### src/rtl/crc16_pkg.sv
`default_nettype none
// ============================================================================
//  Module   : crc16_pkg
//  Purpose  : Shared constants and types for the CRC-16 framer: generator
//             polynomial, default seed, FSM state encoding and the bit
//             positions of the fields inside the trailer word.
//  Ports    : none (package)
//  Revision : 1.0 - initial release
// ============================================================================
package crc16_pkg;

  // CRC-16, non-reflected, x^16 + x^12 + x^5 + 1
  localparam logic [15:0] CRC_POLY         = 16'h1021;
  localparam logic [15:0] CRC_INIT_DEFAULT = 16'hFFFF;

  // Trailer word layout; bits above TRL_LEN_MSB are always zero
  localparam int TRL_CRC_LSB = 0;
  localparam int TRL_CRC_MSB = 15;
  localparam int TRL_LEN_LSB = 16;
  localparam int TRL_LEN_MSB = 31;

  typedef enum logic [1:0] {
    ST_IDLE    = 2'd0,   // no packet open
    ST_PASS    = 2'd1,   // packet open, payload flowing
    ST_TRAILER = 2'd2    // last payload word taken, trailer not yet issued
  } state_t;

endpackage
`default_nettype wire

### src/rtl/crc16_upd64.sv
`default_nettype none
// ============================================================================
//  Module   : crc16_upd64
//  Purpose  : Combinational CRC-16 (poly 0x1021, non-reflected) advanced over
//             one 64-bit word, bit 63 first.
//  Ports    : crc_in  [15:0] - CRC before this word
//             data    [63:0] - word to absorb
//             crc_out [15:0] - CRC after this word
//  Revision : 1.0 - initial release
// ============================================================================
module crc16_upd64
  import crc16_pkg::*;
(
  input  logic [15:0] crc_in,
  input  logic [63:0] data,
  output logic [15:0] crc_out
);

  logic [15:0] w_acc;

  // Unrolled serial LFSR; synthesis flattens this into the XOR network.
  always_comb begin
    w_acc = crc_in;
    for (int i = 63; i >= 0; i--) begin
      if (w_acc[15] ^ data[i]) begin
        w_acc = {w_acc[14:0], 1'b0} ^ CRC_POLY;
      end else begin
        w_acc = {w_acc[14:0], 1'b0};
      end
    end
    crc_out = w_acc;
  end

endmodule
`default_nettype wire

### src/rtl/crc16_framer.sv
`default_nettype none
// ============================================================================
//  Module   : crc16_framer
//  Purpose  : Passes a valid/ready stream of 64-bit payload words through a
//             single output register and appends one trailer word per packet
//             holding the CRC-16 of the payload. Defining macro
//             CRC16_FRAMER_LEN_EN adds a saturating word count to the trailer.
//  Ports    : clk, rst (sync, active-high)
//             in_valid / in_ready / in_data / in_last   - upstream
//             out_valid / out_ready / out_data / out_last - downstream
//             out_last marks the trailer word only.
//  Revision : 1.0 - initial release
// ============================================================================
module crc16_framer
  import crc16_pkg::*;
#(
  parameter int          DATA_W   = 64,
  parameter logic [15:0] CRC_INIT = CRC_INIT_DEFAULT
) (
  input  logic              clk,
  input  logic              rst,
  input  logic              in_valid,
  output logic              in_ready,
  input  logic [DATA_W-1:0] in_data,
  input  logic              in_last,
  output logic              out_valid,
  input  logic              out_ready,
  output logic [DATA_W-1:0] out_data,
  output logic              out_last
);

  state_t            r_state;
  state_t            w_state_nxt;
  logic              r_out_valid;
  logic [DATA_W-1:0] r_out_data;
  logic              r_out_last;
  logic [15:0]       r_crc;
  logic [15:0]       w_crc_seed;
  logic [15:0]       w_crc_nxt;
  logic              w_slot_free;
  logic              w_in_ready;
  logic              w_accept;
  logic              w_load_trl;
  logic [DATA_W-1:0] w_trailer;

  // The output register can take a new word when empty or draining now.
  assign w_slot_free = !r_out_valid || out_ready;
  assign w_in_ready  = (r_state != ST_TRAILER) && w_slot_free && !rst;
  assign w_accept    = in_valid && w_in_ready;

  // First word of a packet is absorbed from the seed, not the stale CRC.
  assign w_crc_seed = (r_state == ST_IDLE) ? CRC_INIT : r_crc;

  crc16_upd64 u_upd (
    .crc_in  (w_crc_seed),
    .data    (in_data),
    .crc_out (w_crc_nxt)
  );

`ifdef CRC16_FRAMER_LEN_EN
  logic [15:0] r_cnt;

  always_ff @(posedge clk) begin
    if (rst) begin
      r_cnt <= '0;
    end else if (w_accept) begin
      if (r_state == ST_IDLE) begin
        r_cnt <= 16'd1;
      end else if (r_cnt != 16'hFFFF) begin
        r_cnt <= r_cnt + 16'd1;
      end
    end else if (w_load_trl) begin
      r_cnt <= '0;
    end
  end
`endif

  always_comb begin
    w_trailer = '0;
    w_trailer[TRL_CRC_MSB:TRL_CRC_LSB] = r_crc;
`ifdef CRC16_FRAMER_LEN_EN
    w_trailer[TRL_LEN_MSB:TRL_LEN_LSB] = r_cnt;
`endif
  end

  // Next-state logic. The trailer leaves TRAILER as soon as it is loaded into
  // the output register, so the input is stalled for exactly one cycle.
  always_comb begin
    w_state_nxt = r_state;
    w_load_trl  = 1'b0;
    case (r_state)
      ST_IDLE, ST_PASS: begin
        if (w_accept) begin
          w_state_nxt = in_last ? ST_TRAILER : ST_PASS;
        end
      end
      ST_TRAILER: begin
        if (w_slot_free) begin
          w_load_trl  = 1'b1;
          w_state_nxt = ST_IDLE;
        end
      end
      default: begin
        w_state_nxt = ST_IDLE;
      end
    endcase
  end

  always_ff @(posedge clk) begin
    if (rst) begin
      r_state <= ST_IDLE;
    end else begin
      r_state <= w_state_nxt;
    end
  end

  always_ff @(posedge clk) begin
    if (rst) begin
      r_out_valid <= 1'b0;
      r_out_data  <= '0;
      r_out_last  <= 1'b0;
      r_crc       <= CRC_INIT;
    end else if (w_accept) begin
      r_out_valid <= 1'b1;
      r_out_data  <= in_data;
      r_out_last  <= 1'b0;
      r_crc       <= w_crc_nxt;
    end else if (w_load_trl) begin
      r_out_valid <= 1'b1;
      r_out_data  <= w_trailer;
      r_out_last  <= 1'b1;
      r_crc       <= CRC_INIT;
    end else if (out_ready) begin
      r_out_valid <= 1'b0;
    end
  end

  assign in_ready  = w_in_ready;
  assign out_valid = r_out_valid;
  assign out_data  = r_out_data;
  assign out_last  = r_out_last;

endmodule
`default_nettype wire

### config.mk
export PLATFORM = sky130hd
export DESIGN_NAME = crc16_framer
export DESIGN_NICKNAME = d
export VERILOG_FILES = /design/src/rtl/crc16_pkg.sv /design/src/rtl/crc16_upd64.sv /design/src/rtl/crc16_framer.sv
export SDC_FILE = /design/constraint.sdc
export NUM_CORES = 1
export LEC_CHECK = 0
export CORE_MARGIN = 1.5
export CORE_UTILIZATION = 54
export CTS_CLUSTER_SIZE = 16
export DETAILED_ROUTE_END_ITERATION = 10
export HOLD_SLACK_MARGIN = 0.12
export PLACE_DENSITY = 0.95
export SLEW_MARGIN = 5
export SYNTH_ARGS = -nofsm -noshare
export SYNTH_HDL_FRONTEND = slang
export SYNTH_SLANG_ARGS = --single-unit
### constraint.sdc
create_clock -name clk -period 13.18 [get_ports clk]
set_input_delay 2.636 -clock clk [delete_from_list [all_inputs] [get_ports clk]]
set_output_delay 2.636 -clock clk [all_outputs]
set_load 0.02 [all_outputs]
== After elaboration in Yosys (flattened, before gate mapping) ==
Cells that the tools add are included.
Widths: inputs -> output; s select.

* Register bits after elaboration: 84
* Word-level logic and storage cells: 228
* Output and inout bits: 67
* Input port bits: 69

* Multiplexer cells: 78
* Eq/ne operators: 5
* Bitwise logic cells: 128
* Reduce and logical (&&, ||, !) cells: 12

{| class="wikitable"
|+ Operators by type and width
! cell !! number
|-
| $mux 13 || 64
|-
| $not 3->3 || 64
|-
| $mux 64 || 2
|-
| $xor 1x1->1 || 64
|-
| $mux 16 || 3
|-
| $mux 2 || 3
|-
| $ne 2x2->1 const B || 3
|-
| $mux 1 || 5
|-
| $pmux 2 s2 || 1
|-
| $reduce_or 2->1 || 2
|-
| $logic_and 1x1->1 || 3
|-
| $reduce_bool 3->1 || 1
|-
| $eq 2x1->1 const B || 1
|-
| $eq 2x2->1 const B || 1
|-
| $logic_not 1->1 || 2
|-
| $logic_not 2->1 || 1
|-
| $reduce_and 2->1 || 1
|-
| $reduce_bool 2->1 || 1
|-
| $logic_or 1x1->1 || 1
|}

== Logic depth before layout (Yosys ltp) ==
Gate-level depths: netlist of run 1.

* Depth after elaboration: 131
* Mapped depth: 13
* Gate-level depth less buffers: 12

== By module ==
From an unflattened synthesis of run 1, not the netlist that was laid out.

* Cells, all modules: 542
* Area, all modules: 5760.5 um^2

{| class="wikitable"
|+ By module, submodules not included
! module !! seq. area each (um^2) !! area an instance (um^2) !! cells an instance !! instances
|-
| crc16_framer || 1681.6 || 3131.8 || 344 || 1
|-
| crc16_upd64 || 0.0 || 2628.8 || 198 || 1
|}

== Worst setup path before layout of run 1 ==
Ideal clock, no wire load.

* Kind: input to register
* Start point: input port in_data[60]
* End point: register r_crc[14]
* Stages on the path: 11
* Data arrival time: 5.885 ns
* Buffers on the path: 0
* Data required time: 13.047 ns
* Library setup time: 0.133 ns
* Path slack: 7.162 ns
* Path through: xnor2_1 xnor3_1 xor3_1 xnor3_1 xnor2_2 xor2_2 xnor2_2 xnor3_2 xnor2_2 xnor2_1 a21oi_1

* Cells in the longest elaborated chain, start to end: 57
* Elaborated cells between the ends (all ways): 130
* Classes of those cells: mux: 60; bitwise: 70

{| class="wikitable"
|+ Ends and longest elaborated chain
! item !! line !! text
|-
| start: declaration || crc16_framer.sv:24 || <nowiki>input logic [DATA_W-1:0] in_data,</nowiki>
|-
| $xor 1x1->1 (*) || crc16_upd64.sv:25 || <nowiki>if (w_acc[15] ^ data[i]) begin</nowiki>
|-
| $mux 13 (*) || crc16_upd64.sv:25 ||
|-
| $xor 1x1->1 or $mux 13 (tied branches) || crc16_upd64.sv:25 ||
|-
| $mux 13 (*) || crc16_upd64.sv:25 ||
|-
| $xor 1x1->1 or $mux 13 (tied branches) || crc16_upd64.sv:25 ||
|-
| $mux 13 || crc16_upd64.sv:25 ||
|-
| $mux 13 or $not 3->3 (tied branches) || n/a ||
|-
| $mux 13 || crc16_upd64.sv:25 ||
|-
| [... 39 more ...] || n/a ||
|-
| $mux 13 (3 in a row) || crc16_upd64.sv:25 ||
|-
| $mux 13 (*) || crc16_upd64.sv:25 ||
|-
| $mux 13 || crc16_upd64.sv:25 ||
|-
| $mux 13 (tied with other cells) || crc16_upd64.sv:25 ||
|-
| $mux 13 || crc16_upd64.sv:25 ||
|-
| $not 3->3 (no source line) or $xor 1x1->1 (tied branches) || n/a ||
|-
| $mux 13 (*) || crc16_upd64.sv:25 ||
|-
| $mux 16 (*) || crc16_framer.sv:123 || <nowiki>end else if (w_accept) begin</nowiki>
|-
| end signal: assignment || crc16_framer.sv:127 || <nowiki>r_crc <= w_crc_nxt;</nowiki>
|-
| end: declaration || crc16_framer.sv:37 || <nowiki>logic [15:0] r_crc;</nowiki>
|}

Every way passes the cells marked *; elsewhere a longest branch is shown, timed or not.
A chain may end at the register's enable or synchronous reset.

== Worst setup path in the final report of run 1 ==
* Start point: input port out_ready
* End point: output port in_ready

* Cells in the longest elaborated chain, start to end: 3

{| class="wikitable"
|+ Ends and longest elaborated chain
! item !! line !! text
|-
| start: declaration || crc16_framer.sv:27 || <nowiki>input logic out_ready,</nowiki>
|-
| $logic_or 1x1->1 || crc16_framer.sv:47 || <nowiki>assign w_slot_free = !r_out_valid || out_ready;</nowiki>
|-
| $logic_and 1x1->1 (2 in a row) || crc16_framer.sv:48 || <nowiki>assign w_in_ready = (r_state != ST_TRAILER) && w_slot_free && !rst;</nowiki>
|-
| end: declaration || crc16_framer.sv:23 || <nowiki>output logic in_ready,</nowiki>
|}

Every way passes these cells.

==> results of run 1 <==
-- cell usage after synthesis, drive strengths merged (2+ instances only) --
cell      n
a21oi    62
a311oi   16
buf       8
clkbuf   30
dfxtp    84
nand2    84
nand2b    4
nand3    48
nor2     37
nor2b     2
nor3     15
o21ai     2
o21bai   10
or2       5
xnor2   115
xnor3    43
xor2     35
xor3      8
-- critical path, cell delays in order --
cell and delay (ps):
clkdlybuf4s50_1 470, nand2b_1 170, nand2_1 90, nor2_1 180, clkdlybuf4s50_1 640
-- flip-flops by register name, summed over array words and instances (netlist names) --
signal and cells:
r_crc 16, r_state 2, out_valid 1, out_data 64, out_last 1
-- cell type report --
| cell class | instances | area [sq um] |
|---|---|---|
| Timing Repair Buffer | 139 | 1376 |
| Inverter | 1 | 3.754 |
| Sequential cell | 84 | 1682 |
| Clock buffer | 12 | 135.1 |
| Multi-Input combinational cell | 489 | 4049 |
| Clock inverter | 4 | 97.59 |
| Tap cell | 136 | 170.2 |
| Fill cell | 759 | 2903 |
-- through the flow --
step	util, %	hold slack, ps
after detailed placement	69.85	458.4
after CTS	72.08	470.1
after floorplan	-	463.1
after global placement	69.85	453.2
final	72.13	469.8
after global routing	72.13	496.6
-- cells in the final DEF, fill, tap and decap left out, types with 5 or more instances in the layout --
| cell | count |
|---|---|
| xnor2_1 | 104 |
| nand2_1 | 82 |
| clkdlybuf4s50_1 | 134 |
| xor3_1 | 6 |
| clkbuf_8 | 9 |
| dfxtp_1 | 84 |
| xnor2_2 | 10 |
| xnor3_1 | 41 |
| nor3_1 | 15 |
| a21oi_1 | 62 |
| a311oi_1 | 16 |
| o21bai_2 | 5 |
| nor2_1 | 32 |
| nand3_1 | 48 |
| o21bai_1 | 5 |
| xor2_1 | 31 |
-- per-layer routing --
layer  global-route usage [%]  vias up  routed length, um
met5                        0        -                  0
met4                    12.57        0                509
met3                    4.177       36               1036
met2                    50.18      219               8419
met1                    38.10     2366               6946
li1                         -     2281                  -
-- final timing paths --
check	end	slack, ps	depth (start not counted)
min	out_data[21]	470	2
min reg2reg	out_data[21]	470	2
max	in_ready	6340	5
max reg2reg	r_crc[14]	8560	12
-- logic make-up after synthesis --
family | after synthesis
simple gates | 197
buf+inv | 39
flops | 84
xor+xnor | 201
compound gates | 91
==> out/qor.txt, run 1 <==
TritonCTS clock tree: yes
# diodes: 0
Post-Synth Simple-Gate Area: 14.87%
final slew viol count: 0
Post-Synthesis Cells: 612
sequential-to-total area share from yosys stat: 28.63%
FP Rows: 37
antenna viol nets, final: 0
minimum clock period: 6840 ps
Post-CTS Setup Inserts: 0
syn_area_per_cell: 9.597 sq um
clk sink count: 84
MaxCap Viol Count: 0
largest cells by area after synthesis: dfxtp_1, xnor3_1, xnor2_1
initial DRC count: 396
# resized after CTS: 0
DR pass1 iterations: 5
Post-Syn Nets: 681
dpl ws: 6141 ps
Clock Pin Slew Worst Setup and Hold Paths: 90 ps
XOR/XNOR Fraction of Synth Area: 44.29%
Critical path origin: out_ready
clock root buffer: clkbuf_8
CTS Buffer Depth: 2
Syn Std Cell Area: 5873 sq um
Distinct cells, synth: 32
vias per inst: 5.667
area fraction of the dominant cell type after synthesis: 28.63%
nets: 793
mux contribution to synthesized area: 0%
share of cells above drive strength 1: 6.996%
Async S/R FF share, synth: 0%
Cell Count, Final, Fillers Out: 865
crit path kind: in2out
FF-to-FF Start: r_state[1]
Worst EP arrival: 4200 ps
die area: 11510 sq um
TNS Setup: 0 ps
drt wl/cell: 19.55 um
Hold Violations, Final: 0
Remaining Overflow, GRT: 0
placed cell area: 7276 sq um
PnR worst setup slack: 6340 ps
CTS H-tree lvls: 3
Hold/Removal Path Class: reg2reg
Synth Area in Compound Gates: 9.587%
outcome: completed
cell area after layout: 7513 sq um
Die Height: 107.3 um
chip width: 107.3 um
total number of vias: 4902
I/O pins: 136
worst slew pin tran: 896.9 ps
PortBufs: 135
CORE AREA: 10420 sq um
initial core utilization: 56.38%
Hold-fix buffers, CTS: 0
global-route wire length before repair: 25550 um
Worst Clk Skew: 5.832 ps
fin crit share: 51.89%
Max Clock Freq: 146.2 MHz
startpoint types: primary input
Synth Register Bits: 84
largest net degree at the start of global routing: 86
initial antenna violation count: 0
Synth Area in Adders: 0%
area leader, netlist: dfxtp_1
CP endpoint kind: primary output
Post-synth EDFFs: 0
Routed WL: 16910 um
Clock Latency Late Sink: 380 ps
min-delay src: out_data[21]
Max FO, Critical Path: 3
gr usage total: 29.71%
worst path required time: 10540 ps
main combinational cell family by area after synthesis: XOR/XNOR gates
Area growth syn-to-layout: 27.93%
Cells after DPL: 849
Synth Flop Type: dfxtp_1
vias in the first global route: 4781
worst rel slew slack: 40.21%
DRC violations left: 0
GP Congestion: 0.9132
Synth Warn #: 0
Final HPWL DP: 12560 um
final setup fails: 0
Inserted Clock Buffers: 9
RSZ-0062 raised after global routing: false
Power of run 1 is not shown: default switching activity piles up to over one toggle a cycle in this logic, so the estimate is an artifact.
==> run 2: changes to the inputs <==
--- a/config.mk
+++ b/config.mk
@@ -6,11 +6,11 @@
 export NUM_CORES = 1
 export LEC_CHECK = 0
 export CORE_MARGIN = 1.5
-export CORE_UTILIZATION = 54
+export CORE_UTILIZATION = 51
 export CTS_CLUSTER_SIZE = 16
 export DETAILED_ROUTE_END_ITERATION = 10
 export HOLD_SLACK_MARGIN = 0.12
-export PLACE_DENSITY = 0.95
+export PLACE_DENSITY = 0.91
 export SLEW_MARGIN = 5
 export SYNTH_ARGS = -nofsm -noshare
 export SYNTH_HDL_FRONTEND = slang
==> constraint.sdc (replaced) <==
create_clock -name clk -period 6.6 [get_ports clk]
set_input_delay 1.32 -clock clk [delete_from_list [all_inputs] [get_ports clk]]
set_output_delay 1.32 -clock clk [all_outputs]
set_load 0.02 [all_outputs]
==> out/qor.txt, run 2 (same netlist as run 1, synthesis figures left out) <==
global-route wire length before repair: 25000 um
clock root buffer: clkbuf_16
GP Congestion: 0.9157
most common cell after layout, fill and taps aside: clkdlybuf4s50_1
Hold Violations, Final: 0
share of cells above drive strength 1: 7.260%
final slew viol count: 0
Final HPWL DP: 12780 um
dpl ws: 942.7 ps
fin crit share: 81.83%
drt wl/cell: 19.15 um
Area growth syn-to-layout: 28.78%
DRC violations left: 0
nets: 794
Max Clock Freq: 185.2 MHz
Max FO, Critical Path: 4
Clock Latency Late Sink: 350 ps
total number of vias: 4778
CP endpoint kind: flip-flop
startpoint types: primary input
initial core utilization: 51.88%
CTS Buffer Depth: 2
Worst Clk Skew: 5.957 ps
CORE AREA: 11320 sq um
Post-CTS Setup Inserts: 0
Inserted Clock Buffers: 9
crit path kind: in2reg
worst rel slew slack: 42.27%
FP Rows: 39
vias per inst: 5.473
DR pass1 iterations: 4
CTS H-tree lvls: 3
worst slew pin tran: 862.9 ps
Hold/Removal Path Class: reg2reg
RSZ-0062 raised after global routing: false
Clock Pin Slew Worst Setup and Hold Paths: 60 ps
minimum clock period: 5401 ps
Hold-fix buffers, CTS: 0
commonest non-fill, non-tap cells in the layout: clkdlybuf4s50_1, xnor2_1, dfxtp_1, nand2_1, a21oi_1
TritonCTS clock tree: yes
fillcell total: 884
PortBufs: 135
Die Height: 110.3 um
MaxCap Viol Count: 0
I/O pins: 136
Largest register FFs: 64
largest net degree at the start of global routing: 81
# diodes: 0
PnR worst setup slack: 1199 ps
# resized after CTS: 0
initial DRC count: 353
clk sink count: 84
TNS Setup: 0 ps
Remaining Overflow, GRT: 0
antenna viol nets, final: 0
outcome: completed
final setup fails: 0
Routed WL: 16710 um
initial antenna violation count: 0
worst path required time: 6830 ps
chip width: 110.3 um
vias in the first global route: 4625
Worst EP arrival: 5630 ps
gr usage total: 27.91%
die area: 12170 sq um
run 2: cell count changes in the layout (fill, tap and decap cells not counted):
cell	change
nand2_2	+1
clkbuf_1	-1
nand2_4	-1
clkinv_2	+2
clkbuf_8	-8
clkbuf_16	+9
clkinvlp_4	+1
buf_4	+1
bufinv_16	-3
run 2: final timing paths:
| path | cells past startpoint | from | slack (ps) | end |
|---|---|---|---|---|
| max | 12 | in_data[63] | 1200 | r_crc[1] |
| min | 2 | out_data[25] | 470 | out_data[25] |
| max reg2reg | 12 | r_state[1] | 1920 | r_crc[1] |
| min reg2reg | 2 | out_data[25] | 470 | out_data[25] |
run 2: layout make-up:
class                           count  area, sq um  area share [%]
Multi-Input combinational cell    489         4044           53.47
Tap cell                          143        178.9           2.366
Clock inverter                      4        25.02          0.3309
Timing Repair Buffer              140         1384           18.30
Clock buffer                       12        246.5           3.259
Sequential cell                    84         1682           22.23
Inverter                            1        3.754         0.04963
run 2: layer usage:
metal / share of wire (%) / routed length (um) / GRT usage [%] / vias up
met1: 42 / 7017 / 35.82 / 2290
met2: 49 / 8269 / 46.47 / 181
met4: 2.4 / 395 / 9.615 / 0
met5: 0 / 0 / 0 / -
li1: - / - / - / 2279
met3: 6.2 / 1031 / 6.173 / 28
run 2: through the flow:
stage / hold WS (ps) / utilization (%) / cells / cell area (sq um)
floorplan: 463.1 / - / 612 / 5873
global placement: 454.0 / 64.41 / 857 / 7292
global route: 487.7 / 66.81 / 873 / 7564
CTS: 468.3 / 66.81 / 873 / 7564
finish: 466.8 / 66.81 / 873 / 7564
detailed placement: 460.6 / 64.41 / 857 / 7292
run 2: critical path, stage by stage:
cell and delay (ps):
clkdlybuf4s50_1 540, xnor2_1 420, xor3_1 430, xor3_1 570, xnor3_1 490, xor2_2 240
xnor3_1 490, xnor2_1 160, xnor2_1 280, xor2_1 330, a21oi_1 110, or2_1 240
Power of run 2 is left out for the same reason.
==> run 3: changes to the inputs <==
--- a/config.mk
+++ b/config.mk
@@ -6,11 +6,11 @@
 export NUM_CORES = 1
 export LEC_CHECK = 0
 export CORE_MARGIN = 1.5
-export CORE_UTILIZATION = 51
+export CORE_UTILIZATION = 46
 export CTS_CLUSTER_SIZE = 16
 export DETAILED_ROUTE_END_ITERATION = 10
 export HOLD_SLACK_MARGIN = 0.12
-export PLACE_DENSITY = 0.91
+export PLACE_DENSITY = 0.87
 export SLEW_MARGIN = 5
 export SYNTH_ARGS = -nofsm -noshare
 export SYNTH_HDL_FRONTEND = slang
==> constraint.sdc (replaced) <==
create_clock -name clk -period 4.9 [get_ports clk]
set_input_delay 0.98 -clock clk [delete_from_list [all_inputs] [get_ports clk]]
set_output_delay 0.98 -clock clk [all_outputs]
set_load 0.02 [all_outputs]
==> out/qor.txt, run 3 (same netlist as run 1, synthesis figures left out) <==
initial antenna violation count: 0
vias in the first global route: 4606
DRC violations left: 0
global-route wire length before repair: 25480 um
Inserted Clock Buffers: 9
Routed WL: 16880 um
Hold Violations, Final: 0
Area growth syn-to-layout: 34.41%
final setup fails: 0
chip width: 116.0 um
Remaining Overflow, GRT: 0
fin crit share: 95.25%
FP Rows: 41
Clock Pin Slew Worst Setup and Hold Paths: 70 ps
Critical Path Max Stage Delay: 550 ps
CTS H-tree lvls: 3
# diodes: 0
Worst Clk Skew: 5.316 ps
CORE AREA: 12520 sq um
PnR worst setup slack: 232.9 ps
die area: 13450 sq um
most common cell after layout, fill and taps aside: clkdlybuf4s50_1
TritonCTS clock tree: yes
antenna viol nets, final: 0
Clock Latency Late Sink: 360 ps
clk sink count: 84
worst path required time: 5120 ps
I/O pins: 136
critical path cell sequence: clkdlybuf4s50_1, xor2_1, xnor3_1, xnor3_1, xor2_2, xnor3_1, xor2_2, xnor3_1, xnor2_1, xnor2_1, xor2_1, buf_4, xnor2_1, o21ai_1
initial core utilization: 46.92%
largest net degree at the start of global routing: 80
initial DRC count: 491
CTS Buffer Depth: 2
gr usage total: 25.50%
crit path max-delay cell type: clkdlybuf4s50_1
CP Buf/Inv Count: 2
CP delay by family, top: XOR/XNOR gates
clock root buffer: clkbuf_16
crit-path most repeated cell: xnor3_1
worst slew pin tran: 833.8 ps
RSZ-0062 raised after global routing: false
share of cells above drive strength 1: 11.27%
crit path kind: in2reg
Final HPWL DP: 12940 um
Hold/Removal Path Class: reg2reg
commonest non-fill, non-tap cells in the layout: clkdlybuf4s50_1, xnor2_1, dfxtp_1, nand2_1, a21oi_1
Hold-fix buffers, CTS: 0
final slew viol count: 0
# resized after CTS: 0
PortBufs: 135
CP endpoint kind: flip-flop
MaxCap Viol Count: 0
nets: 827
outcome: completed
startpoint types: primary input
drt wl/cell: 18.06 um
dpl ws: -53.04 ps
DR pass1 iterations: 5
GP Congestion: 0.9563
Max FO, Critical Path: 3
Worst EP arrival: 4880 ps
Die Height: 116.0 um
vias per inst: 5.219
Post-CTS Setup Inserts: 0
worst rel slew slack: 44.41%
Max Clock Freq: 214.3 MHz
minimum clock period: 4667 ps
total number of vias: 4880
Largest register FFs: 64
run 3: final cells by class:
type                            count  area (sq um)
Clock inverter                      5         85.08
Timing Repair Buffer              173          1632
Multi-Input combinational cell    489          4044
Fill cell                        1030          4623
Inverter                            1         3.754
Clock buffer                       11         232.7
Sequential cell                    84          1682
Tap cell                          172         215.2
run 3: worst register-to-register path, stage by stage, from the launching register on:
cell	delay (ps)
dfxtp_1	670
o21bai_2	160
xor2_1	260
xor3_1	480
xor3_1	390
buf_4	170
xnor3_1	410
xnor2_1	250
xnor3_1	300
xnor2_1	160
xnor2_1	300
xor2_1	260
buf_4	160
xnor2_1	130
o21ai_1	80
run 3: final timing paths:
path                              startpoint           end  slack (ps)  cells past startpoint
worst min-delay path            out_data[38]  out_data[38]         460                      2
worst max register to register    r_state[1]     r_crc[13]         580                     14
worst max-delay path             in_data[61]     r_crc[13]         230                     14
worst min register to register  out_data[38]  out_data[38]         460                      2
run 3: through the flow:
| stage | utilization, % | cell area, sq um | hold slack, ps | TNS (ps) | cells |
|---|---|---|---|---|---|
| finish | 63.06 | 7894 | 464.1 | 0 | 935 |
| global route | 63.06 | 7894 | 481.3 | 0 | 935 |
| CTS | 63.06 | 7894 | 466.7 | 0 | 935 |
| detailed placement | 60.53 | 7576 | 458.5 | -207.1 | 919 |
| global placement | 60.53 | 7576 | 452.9 | -47.14 | 919 |
| floorplan | - | 5873 | 463.1 | 0 | 612 |
run 3: layer usage:
layer	track usage [%]	part of all wire, %	vias up
li1	-	-	2348
met4	6.260	1.5	0
met2	41.76	49	177
met5	0	0	-
met3	6.172	7.1	23
met1	34.16	43	2332
Power of run 3 is left out for the same reason.
